## src/rtl/knn_ctrl.sv

```systemverilog
// Sequencing controller for one k-NN classification pass: clears the top-5
// selector, streams training pairs, aligns selector valid, drains, then votes.
module knn_ctrl #(
  parameter int N_TRAIN  = 64,
  parameter int ADDR_W   = 6,
  parameter int PIPE_LAT = 3
) (
  input  logic              clk,
  input  logic              reset,
  input  logic              start,
  input  logic              abort,
  output logic              rd_en,
  output logic [ADDR_W-1:0] rd_addr_a,
  output logic [ADDR_W-1:0] rd_addr_b,
  output logic              sel_reset,
  output logic              sel_valid,
  input  logic [1:0]        class1,
  input  logic [1:0]        class2,
  input  logic [1:0]        class3,
  input  logic [1:0]        class4,
  input  logic [1:0]        class5,
  output logic              busy,
  output logic              done,
  output logic [1:0]        result_class,
  output logic [2:0]        dbg_state
);

  localparam int N_PAIRS = N_TRAIN / 2;
  localparam int P_W     = ADDR_W - 1;
  localparam int D_W     = $clog2(PIPE_LAT + 1);
  localparam logic [P_W-1:0] P_LAST = P_W'(N_PAIRS - 1);
  localparam logic [D_W-1:0] D_LAST = D_W'(PIPE_LAT);

  typedef enum logic [2:0] {
    S_IDLE  = 3'd0,
    S_CLEAR = 3'd1,
    S_ISSUE = 3'd2,
    S_DRAIN = 3'd3,
    S_VOTE  = 3'd4,
    S_DONE  = 3'd5
  } state_t;

  // Handshake: rd_en qualifies rd_addr_a/b for exactly one cycle each;
  // sel_valid is rd_en delayed PIPE_LAT cycles, with no back-pressure.
  state_t               r_state;
  state_t               w_next;
  logic [P_W-1:0]       r_p;
  logic [D_W-1:0]       r_dcnt;
  logic [PIPE_LAT-1:0]  r_sr;
  logic [PIPE_LAT:0]    w_sr_ext;
  logic [1:0]           r_result;
  logic                 w_rd_en;
  logic [1:0]           w_cls [5];
  logic [2:0]           w_cnt [4];
  logic [1:0]           w_winner;
  logic [2:0]           w_best_cnt;

  always_ff @(posedge clk) begin
    if (reset) r_state <= S_IDLE;
    else       r_state <= w_next;
  end

  // abort dominates everything, including start in IDLE
  always_comb begin
    w_next = r_state;
    if (abort) begin
      w_next = S_IDLE;
    end else begin
      case (r_state)
        S_IDLE:  if (start) w_next = S_CLEAR;
        S_CLEAR: w_next = S_ISSUE;
        S_ISSUE: if (r_p == P_LAST) w_next = S_DRAIN;
        S_DRAIN: if (r_dcnt == D_LAST) w_next = S_VOTE;
        S_VOTE:  w_next = S_DONE;
        S_DONE:  w_next = S_IDLE;
        default: w_next = S_IDLE;
      endcase
    end
  end

  always_comb begin
    w_rd_en   = 1'b0;
    sel_reset = 1'b0;
    busy      = 1'b1;
    done      = 1'b0;
    case (r_state)
      S_IDLE:  busy      = 1'b0;
      S_CLEAR: sel_reset = 1'b1;
      S_ISSUE: w_rd_en   = 1'b1;
      S_DONE:  done      = 1'b1;
      default: ;
    endcase
  end

  // Pair counter only moves on entry to / inside ISSUE, so the addresses
  // hold their last value whenever rd_en is low.
  always_ff @(posedge clk) begin
    if (reset) begin
      r_p <= '0;
    end else if (r_state == S_CLEAR && w_next == S_ISSUE) begin
      r_p <= '0;
    end else if (r_state == S_ISSUE && w_next == S_ISSUE) begin
      r_p <= r_p + 1'b1;
    end
  end

  always_ff @(posedge clk) begin
    if (reset) begin
      r_dcnt <= '0;
    end else if (r_state != S_DRAIN) begin
      r_dcnt <= '0;
    end else begin
      r_dcnt <= r_dcnt + 1'b1;
    end
  end

  assign w_sr_ext = {r_sr, w_rd_en};

  always_ff @(posedge clk) begin
    if (reset || abort || r_state == S_CLEAR) begin
      r_sr <= '0;
    end else begin
      r_sr <= w_sr_ext[PIPE_LAT-1:0];
    end
  end

  assign w_cls[0] = class1;
  assign w_cls[1] = class2;
  assign w_cls[2] = class3;
  assign w_cls[3] = class4;
  assign w_cls[4] = class5;

  // Strict '>' while scanning nearest-first keeps the earliest tied class.
  always_comb begin
    for (int c = 0; c < 4; c++) w_cnt[c] = 3'd0;
    for (int i = 0; i < 5; i++) w_cnt[w_cls[i]] = w_cnt[w_cls[i]] + 3'd1;
    w_winner   = w_cls[0];
    w_best_cnt = w_cnt[w_cls[0]];
    for (int i = 1; i < 5; i++) begin
      if (w_cnt[w_cls[i]] > w_best_cnt) begin
        w_winner   = w_cls[i];
        w_best_cnt = w_cnt[w_cls[i]];
      end
    end
  end

  always_ff @(posedge clk) begin
    if (reset) begin
      r_result <= 2'd0;
    end else if (r_state == S_VOTE && !abort) begin
      r_result <= w_winner;
    end
  end

  assign rd_en        = w_rd_en;
  assign rd_addr_a    = {r_p, 1'b0};
  assign rd_addr_b    = {r_p, 1'b1};
  assign sel_valid    = r_sr[PIPE_LAT-1];
  assign result_class = r_result;
  assign dbg_state    = r_state;

endmodule

```

## config.mk

```make
export PLATFORM = sky130hd
export DESIGN_NAME = knn_ctrl
export DESIGN_NICKNAME = d
export VERILOG_FILES = /design/src/rtl/knn_ctrl.sv
export SDC_FILE = /design/constraint.sdc
export NUM_CORES = 1
export LEC_CHECK = 0
export BUFFER_PORTS_ARGS = -buffer_cell sky130_fd_sc_hd__buf_2
export CAP_MARGIN = 20
export CORE_ASPECT_RATIO = 0.7
export CORE_MARGIN = 1
export CORE_UTILIZATION = 60
export CTS_CLUSTER_SIZE = 24
export DETAILED_ROUTE_END_ITERATION = 8
export PLACE_DENSITY_LB_ADDON = 0.25
export SLEW_MARGIN = 5
export SYNTH_ARGS = -nofsm -noshare
export SYNTH_HDL_FRONTEND = slang
export SYNTH_SLANG_ARGS = --single-unit
```

## constraint.sdc

```tcl
create_clock -name clk -period 12 [get_ports clk]
set_clock_uncertainty 0.05 [all_clocks]
set_input_delay 0.6 -clock clk [delete_from_list [all_inputs] [get_ports clk]]
set_output_delay 0.6 -clock clk [all_outputs]
set_load 0.05 [all_outputs]
```

==> results.py, run 1 <==
metrics = {
    "worst_setup_path": {
        "cp-start-kind": "primary input",
        "cp-end-kind": "flop",
        "critPathMaxStageDelay_ns": 0.48,
        "cp.required_ns": 12.09,
        "crit_path_frequent_cell": "ha_1",
        "timing_worst_setup_path_type": "in -> reg",
        "crit_arrival_ns": 10.00,
        "critical-path-slowest-cell": "xnor2_1",
        "cp_max_fo": 28,
    },
    "synth": {
        "postSynthCellCount": 408,
        "syn_nets": 439,
        "avgSynthCellArea_um2": 7.48,
        "netlist_area_um2": 3050,
        "synth_warnings": 0,
        "synth_top_area_share_pct": 9.84,
        "synth_seq_cells": 15,
        "synth_edf_count": 0,
        "ys.flop_type": "dfxtp_1",
        "synthTopCellsByArea": "dfxtp_1, ha_1, xnor2_1, mux2i_1, mux4_2",
        "synth.distinct_cells": 70,
        "synth_common_cells": "nor2_1, nand2_1, inv_1, xnor2_1, o21ai_0",
        "synthArstFlopShare_pct": 0,
        "yosysMostFrequentCell": "nor2_1",
        "synth_top_area_cell": "dfxtp_1",
        "yosysSeqAreaShare_pct": 9.84,
    },
    "layout": {
        "nets": 441,
        "area_growth_pct": 3.53,
        "multi_input_area_um2": 2460,
        "layout-drive-gt1-share_pct": 15.4,
        "fillers": 447,
        "seqCellArea_um2": 300,
        "antenna_cells": 0,
    },
    "sta": {
        "finalHoldViolCount": 0,
        "post-route-period-util_pct": 82.6,
        "setup_violations": 0,
        "tightestPinTransition_ns": 0.671,
        "fmax_mhz": 101,
        "slew_headroom_pct": 55.0,
        "setup_tns_ns": 0,
        "post-route-min-period_ns": 9.91,
        "rsz0062_at_grt": "false",
        "slew_violations": 0,
    },
    "hold_path": {
        "hp-class": "reg -> reg",
    },
    "clock_network": {
        "clk_latency_ns": 0.25,
        "ctsHoldBuffers": 0,
        "clk_pin_slew_worst_paths_ns": 0.06,
        "post_cts_buffers": 0,
        "cts_tree": "yes",
        "htree_levels": 1,
        "cts-buffers-inserted": 3,
        "cts_buffer_depth": 2,
        "cts.sinks": 15,
        "cts_resized": 0,
        "cts-root-buf": "clkbuf_8",
    },
    "outcome": {
        "status": "finished, final reports clean",
    },
    "floorplan": {
        "start_util_pct": 63.1,
        "die_h_um": 61.7,
        "die-area_um2": 5380,
        "die_w_um": 87.2,
        "io_pins": 36,
        "core_area_um2": 4830,
        "core.rowCount": 21,
    },
    "drt": {
        "vias": 3062,
        "vias_per_cell": 6.41,
        "wl_per_cell_um": 16.5,
        "ant_nets": 0,
        "drtIter0Drc": 396,
        "wl_mm": 7.89,
        "first_pass_iters": 5,
        "drcViolationCount": 0,
    },
    "pwr": {
        "leakage_nw": 1.38,
        "vdd_ir_drop_max_mv": 0.0636,
        "power_density_nw_per_um2": 113,
        "total_power_w": 0.000358,
    },
    "grt": {
        "antenna_found_initial": 0,
        "grt_max_degree": 34,
        "gr-usage-all-layers_pct": 30.1,
        "grt_first_pass_wirelength_mm": 12.3,
        "grt_overflow": 0,
        "grt_pass1_vias": 2449,
    },
    "placement": {
        "portBuffers": 33,
        "gp_congestion": 0.902,
        "hpwl_mm": 6.07,
    },
    "run": {
        "cap_violations": 0,
    },
}
## flip-flops by register name (all words and copies together), names as in the netlist
name,flops
dbg_state,3
r_dcnt,2
r_p,5
r_sr,3
result_class,2
## cells in the final DEF, fill, tap and decap left out, drive strengths merged, types with 5 or more instances in the layout
master  count
xor2       14
nand3      13
mux2i      18
mux4        8
nor3       11
a221oi      7
inv        25
buf        33
ha         17
and3        5
xnor2      24
nor2b       7
nand2b     10
and2        8
o211ai      5
a21oi      11
o21ai      21
a311oi      5
or3         5
a31oi       7
nor2       38
nand2      34
dfxtp      15
## through the flow
step                worst slack (ns)  hold slack [ns]  cells  instance area [um^2]  util (%)
global route                    1.28            0.395    478                  3160      65.3
global placement                2.46            0.358    474                  3110      64.4
CTS                             2.29            0.378    478                  3160      65.3
finish                          2.09            0.378    478                  3160      65.3
detailed placement              2.04            0.364    474                  3110      64.4
floorplan                       2.95            0.356    408                  3050         -
## layout make-up
cell class	instances	area share (%)
Clock buffer	4	1.43
Timing Repair Buffer	33	5.23
Tap cell	69	2.73
Multi-Input combinational cell	331	78.0
Sequential cell	15	9.51
Inverter	26	3.09
## power by group
group	switching [W]	leakage (nW)	internal, W	total [W]
sequential	0.000000653	0.121	0.0000501	0.0000508
combinational	0.000156	1.23	0.000110	0.000266
clock	0.0000179	0.0228	0.0000235	0.0000414
total	0.000175	1.38	0.000183	0.000358
## worst max-delay path, delay by kind of cell
family | cells | cell delay [ns]
and+or+nand+nor | 12 | 1.76
AOI/OAI and AO/OA | 14 | 2.31
buffers and inverters | 3 | 1.00
adders and majority gates | 6 | 2.03
muxes | 4 | 1.40
xor gates and xnor gates | 3 | 0.86
## kinds of logic (layout without fill, tap and decap cells)
| kind of cell | Yosys count | after routing | share of synthesized area [%] |
|---|---|---|---|
| AOI/OAI and AO/OA | 98 | 98 | 25.0 |
| xor gates and xnor gates | 38 | 38 | 11.4 |
| adders and majority gates | 17 | 17 | 6.97 |
| buffers and inverters | 62 | 63 | 9.39 |
| DFF | 15 | 15 | 9.84 |
| muxes | 30 | 30 | 13.3 |
| other | 2 | 2 | 0.246 |
| and+or+nand+nor | 146 | 146 | 23.9 |
## per-layer routing
metal,global-route usage (%),vias to the layer above,routed length (um)
li1,-,1464,-
met1,46.0,1433,3850
met2,41.1,159,3110
met3,9.92,6,889
met4,4.22,0,36
met5,0,-,0
## path summary, 6_finish.rpt
kind / start / endpoint / slack (ns) / cells past startpoint
setup / recovery: class3[0] / result_class[0] / 2.09 / 42
hold / removal: r_sr[0] / r_sr[1] / 0.38 / 1
setup reg to reg: r_p[0] / r_p[3] / 9.71 / 9
hold reg to reg: r_sr[0] / r_sr[1] / 0.38 / 1
(Power assumes the default switching activity.)
==> inputs of run 2 (changes only) <==
--- a/config.mk
+++ b/config.mk
@@ -9,7 +9,7 @@
 export CAP_MARGIN = 20
 export CORE_ASPECT_RATIO = 0.7
 export CORE_MARGIN = 1
-export CORE_UTILIZATION = 60
+export CORE_UTILIZATION = 55
 export CTS_CLUSTER_SIZE = 24
 export DETAILED_ROUTE_END_ITERATION = 8
 export PLACE_DENSITY_LB_ADDON = 0.25
==> constraint.sdc (replaced) <==
create_clock -name clk -period 9.1 [get_ports clk]
set_clock_uncertainty 0.05 [all_clocks]
set_input_delay 0.455 -clock clk [delete_from_list [all_inputs] [get_ports clk]]
set_output_delay 0.455 -clock clk [all_outputs]
set_load 0.05 [all_outputs]
==> run 2 against run 1 <==
- core utilization fell by 3.1 points
- total power rose by 40%
- count of clock-buffer cells in the layout did not move
- combinational power rose by 43%
- critical endpoint is now result_class[1]
- highest routed layer unchanged
==> results.py, run 2 (synthesized netlist as in run 1, its figures left out) <==
metrics = {
    "sta": {
        "tightestPinTransition_ns": 0.626,
        "slew_violations": 0,
        "finalHoldViolCount": 0,
        "slew_headroom_pct": 58.0,
        "post-route-min-period_ns": 8.44,
        "fmax_mhz": 118,
        "rsz0062_at_grt": "false",
        "post-route-period-util_pct": 92.8,
        "setup_tns_ns": 0,
        "setup_violations": 0,
    },
    "layout": {
        "nets": 451,
        "top_register": "r_p",
        "layout_common_cells": "nor2_1, nand2_1, buf_2, inv_1, xnor2_1",
        "seqCellArea_um2": 300,
        "largest_reg_flops": 5,
        "layout-drive-gt1-share_pct": 19.8,
        "antenna_cells": 0,
        "fillers": 494,
        "multi_input_area_um2": 2510,
        "area_growth_pct": 7.79,
        "final_common_cell": "nor2_1",
        "finalInstanceArea_um2": 3290,
    },
    "grt": {
        "gr-usage-all-layers_pct": 29.1,
        "grt_overflow": 0,
        "grt_pass1_vias": 2735,
        "grt_first_pass_wirelength_mm": 13.6,
        "grt_max_degree": 25,
        "antenna_found_initial": 0,
    },
    "worst_setup_path": {
        "critPathTopFamily": "compound AO/OA/AOI/OAI gates",
        "crit_buf_inv": 2,
        "critical-path-slowest-cell": "ha_2",
        "r2r-start": "r_p[0]",
        "cp_max_fo": 20,
        "crit_start": "class2[1]",
        "reg2reg_depth": 9,
        "cp-start-kind": "primary input",
        "endpoint": "result_class[1]",
        "crit_arrival_ns": 8.53,
        "cp.required_ns": 9.19,
        "cp-end-kind": "flop",
        "timing_worst_setup_path_type": "in -> reg",
        "r2r_end": "r_p[3]",
        "crit_path_frequent_cell": "ha_1",
        "critPathMaxStageDelay_ns": 0.41,
        "ff2ff_setup_slack_ns": 6.82,
        "cp.depth": 44,
    },
    "drt": {
        "drcViolationCount": 0,
        "wl_mm": 8.54,
        "drtIter0Drc": 293,
        "wl_per_cell_um": 17.4,
        "ant_nets": 0,
        "vias_per_cell": 6.36,
        "vias": 3124,
        "first_pass_iters": 5,
    },
    "floorplan": {
        "core.rowCount": 22,
        "io_pins": 36,
        "core_area_um2": 5290,
        "die-area_um2": 5850,
        "die_h_um": 64.3,
        "die_w_um": 91.0,
        "start_util_pct": 57.7,
    },
    "clock_network": {
        "cts_tree": "yes",
        "cts_buffer_depth": 2,
        "clk_latency_ns": 0.25,
        "cts-buffers-inserted": 3,
        "cts-root-buf": "clkbuf_8",
        "htree_levels": 1,
        "cts.sinks": 15,
        "ctsHoldBuffers": 0,
        "clk_pin_slew_worst_paths_ns": 0.06,
    },
    "pwr": {
        "switchingPower_w": 0.000241,
        "power_density_nw_per_um2": 152,
        "p_comb_share_pct": 76.0,
        "leakage_nw": 1.43,
        "power.share.clock_pct": 10.6,
        "vdd_ir_drop_max_mv": 0.0785,
        "pwr-share-seq_pct": 13.4,
        "p_int_w": 0.000259,
        "p_sw_share_pct": 48.2,
    },
    "placement": {
        "gp_congestion": 0.923,
        "place_area_um2": 3180,
        "hpwl_mm": 6.55,
        "portBuffers": 33,
    },
    "outcome": {
        "status": "finished, final reports clean",
    },
    "run": {
        "cap_violations": 0,
    },
    "hold_path": {
        "hp-class": "reg -> reg",
    },
}
## run 2: worst register-to-register path: stages (launching register included)
cell and delay [ns]:
dfxtp_1 0.35, ha_1 0.22, and3_1 0.18, ha_1 0.17, inv_1 0.06, mux2i_1 0.06, a21oi_1 0.22, nand4b_1 0.33
or3_1 0.44, a21oi_1 0.14
## run 2: per-layer routing
metal / vias up / global-route usage (%) / wire length, um
met4: 0 / 4.56 / 51
met1: 1472 / 42.8 / 4000
met3: 6 / 8.45 / 936
met5: - / 0 / 0
li1: 1486 / - / -
met2: 160 / 42.2 / 3550
## run 2: power by group through the flow
stage          sequential [W]  combinational, W  clock (W)
6_report            0.0000670          0.000380  0.0000530
3_3_place_gp        0.0000683          0.000333          0
3_5_place_dp        0.0000683          0.000342          0
4_1_cts             0.0000669          0.000344  0.0000546
2_1_floorplan       0.0000691          0.000276          0
5_1_grt             0.0000670          0.000417  0.0000586
## run 2: how the worst min path moves through the flow
stage / slack [ns] / end / depth (start not counted) / startpoint
2_1_floorplan: 0.36 / r_sr[1] / 1 / r_sr[0]
3_3_place_gp: 0.36 / r_sr[2] / 1 / r_sr[1]
3_5_place_dp: 0.37 / r_sr[1] / 1 / r_sr[0]
4_1_cts: 0.38 / r_sr[1] / 1 / r_sr[0]
5_1_grt: 0.39 / r_sr[2] / 1 / r_sr[1]
6_report: 0.38 / r_sr[1] / 1 / r_sr[0]
## run 2: cell type report
type | count | area share, %
timing repair buffer | 43 | 7.53
tap | 72 | 2.74
sequential | 15 | 9.13
multi-input combinational | 331 | 76.3
clock buffer | 4 | 1.37
inverter | 26 | 2.97
## run 2: per-stage QoR
step	power (W)	hold slack (ns)	utilization (%)	std cells	setup WS, ns
floorplan	0.000346	0.356	-	408	0.191
global placement	0.000402	0.364	60.1	485	0.362
detailed placement	0.000411	0.366	60.1	485	0.0759
CTS	0.000466	0.384	61.0	489	0.321
global route	0.000542	0.392	62.2	491	0.0362
finish	0.000500	0.379	62.2	491	0.658
## run 2: timing repair
action / 4_1_cts / 5_1_grt
endpoints found under the setup margin: 0 / 2
setup buffers: 0 / 2
resized for setup: 0 / 15
==> inputs of run 3 (changes only) <==
--- a/config.mk
+++ b/config.mk
@@ -5,7 +5,7 @@
 export SDC_FILE = /design/constraint.sdc
 export NUM_CORES = 1
 export LEC_CHECK = 0
-export BUFFER_PORTS_ARGS = -buffer_cell sky130_fd_sc_hd__buf_2
+export BUFFER_PORTS_ARGS = -buffer_cell sky130_fd_sc_hd__clkbuf_2
 export CAP_MARGIN = 20
 export CORE_ASPECT_RATIO = 0.7
 export CORE_MARGIN = 1
==> run 3 against run 2 <==
- critical path depth fell by 3
- via count grew 0.74%
- sequential share of layout area fell by 0.069 points
- first-iteration DRC count shrank 12%
- setup slack got worse by 0.19 ns
- flip-flop and latch count unchanged
- combinational power is 6.6% higher
- final cell count grew 0.61%
- non-clock buffer count is 3 higher
- count of clock-buffer cells in the layout unchanged
- register-to-register slack is essentially flat
- largest cell class unchanged
- highest routed layer unchanged
==> results.py, run 3 (synthesized netlist as in run 1, its figures left out) <==
metrics = {
    "drt": {
        "wl_per_cell_um": 17.5,
        "ant_nets": 0,
        "drtIter0Drc": 259,
        "first_pass_iters": 5,
        "drcViolationCount": 0,
        "wl_mm": 8.64,
        "vias_per_cell": 6.37,
        "vias": 3147,
    },
    "sta": {
        "holdWs_ns": 0.383,
        "slew_headroom_pct": 58.7,
        "finalHoldViolCount": 0,
        "post-route-period-util_pct": 94.8,
        "setup_violations": 0,
        "fmax_mhz": 116,
        "rsz0062_at_grt": "false",
        "post-route-min-period_ns": 8.63,
        "slew_violations": 0,
        "tightestPinTransition_ns": 0.618,
    },
    "pwr": {
        "leakage_nw": 1.43,
        "power.share.clock_pct": 10.2,
        "pwr-share-seq_pct": 12.7,
        "vdd_ir_drop_max_mv": 0.0953,
        "p_int_w": 0.000269,
        "switchingPower_w": 0.000257,
        "p_comb_share_pct": 77.1,
        "power_density_nw_per_um2": 159,
        "p_sw_share_pct": 48.9,
    },
    "layout": {
        "largest_reg_flops": 5,
        "seqCellArea_um2": 300,
        "top_register": "r_p",
        "final_common_cell": "nor2_1",
        "multi_input_area_um2": 2520,
        "area_growth_pct": 8.61,
        "postLayoutCoreUtil_pct": 62.7,
        "nets": 454,
        "layout-drive-gt1-share_pct": 20.4,
        "fillers": 486,
        "layout_common_cells": "nor2_1, nand2_1, clkbuf_2, inv_1, xnor2_1",
        "antenna_cells": 0,
    },
    "grt": {
        "grt_pass1_vias": 2764,
        "grt_overflow": 0,
        "grt_first_pass_wirelength_mm": 13.7,
        "grt_max_degree": 23,
        "antenna_found_initial": 0,
        "gr-usage-all-layers_pct": 29.5,
    },
    "clock_network": {
        "ctsHoldBuffers": 0,
        "cts-buffers-inserted": 3,
        "clk_latency_ns": 0.25,
        "cts-root-buf": "clkbuf_8",
        "cts_tree": "yes",
        "htree_levels": 1,
        "cts_buffer_depth": 2,
        "cts.sinks": 15,
        "clk_pin_slew_worst_paths_ns": 0.06,
    },
    "floorplan": {
        "io_pins": 36,
        "core.rowCount": 22,
        "die-area_um2": 5850,
        "start_util_pct": 57.7,
        "die_w_um": 91.0,
        "die_h_um": 64.3,
        "core_area_um2": 5290,
    },
    "outcome": {
        "status": "finished, final reports clean",
    },
    "worst_setup_path": {
        "critical-path-slowest-cell": "mux4_2",
        "crit_arrival_ns": 8.71,
        "cp.required_ns": 9.18,
        "timing_worst_setup_path_type": "in -> reg",
        "cp_max_fo": 15,
        "cp-start-kind": "primary input",
        "critPathMaxStageDelay_ns": 0.46,
        "crit_path_frequent_cell": "ha_1",
        "cp-end-kind": "flop",
    },
    "placement": {
        "hpwl_mm": 6.58,
        "gp_congestion": 0.935,
        "portBuffers": 33,
    },
    "hold_path": {
        "hp-class": "reg -> reg",
    },
    "run": {
        "cap_violations": 0,
    },
}
run 3: power by group through the flow:
stage	combinational [W]	clock, W	sequential, W
6_report	0.000405	0.0000535	0.0000669
5_1_grt	0.000441	0.0000580	0.0000670
4_1_cts	0.000349	0.0000546	0.0000669
3_5_place_dp	0.000347	0	0.0000683
3_3_place_gp	0.000336	0	0.0000683
2_1_floorplan	0.000276	0	0.0000691
run 3: what timing repair did:
item                                    CTS  global route
resized for setup                         0            14
buffers inserted                          0             3
endpoints found under the hold margin     0             0
endpoints found under the setup margin    0             2
run 3: layer usage:
layer	share of wire, %	track usage, %	vias up
li1	-	-	1494
met5	0	0	-
met4	1.3	5.56	0
met1	46	44.0	1485
met2	41	41.2	153
met3	11	8.93	15
run 3: layout make-up:
type	count	share of cell area (%)
clock buffers	4	1.36
inverters	26	2.95
well taps	72	2.72
flip-flops and latches	15	9.06
multi-input cells	331	76.0
repair buffers	46	7.93
run 3: worst max-delay path, delay by kind of cell:
kind,cells,cell delay (ns)
compound gates,15,2.62
fa+ha+maj,5,1.53
mux,5,1.59
simple gates,9,1.29
xor+xnor,4,0.75
buf+inv,3,0.47
run 3: final timing paths:
kind                   from              end  slack (ns)  depth (start not counted)
setup / recovery  class1[0]  result_class[0]        0.47                         41
hold / removal      r_sr[1]          r_sr[2]        0.38                          1
setup reg to reg     r_p[0]           r_p[3]        6.81                          9
hold reg to reg     r_sr[1]          r_sr[2]        0.38                          1
run 3: through the flow:
step,power (W),area [um^2],setup TNS [ns],setup slack (ns),cells
floorplan,0.000346,3050,0,0.191,408
global placement,0.000405,3190,0,0.303,487
detailed placement,0.000416,3190,-0.183,-0.0997,487
CTS,0.000470,3240,0,0.133,491
global route,0.000566,3310,0,0.0112,494
finish,0.000526,3310,0,0.472,494
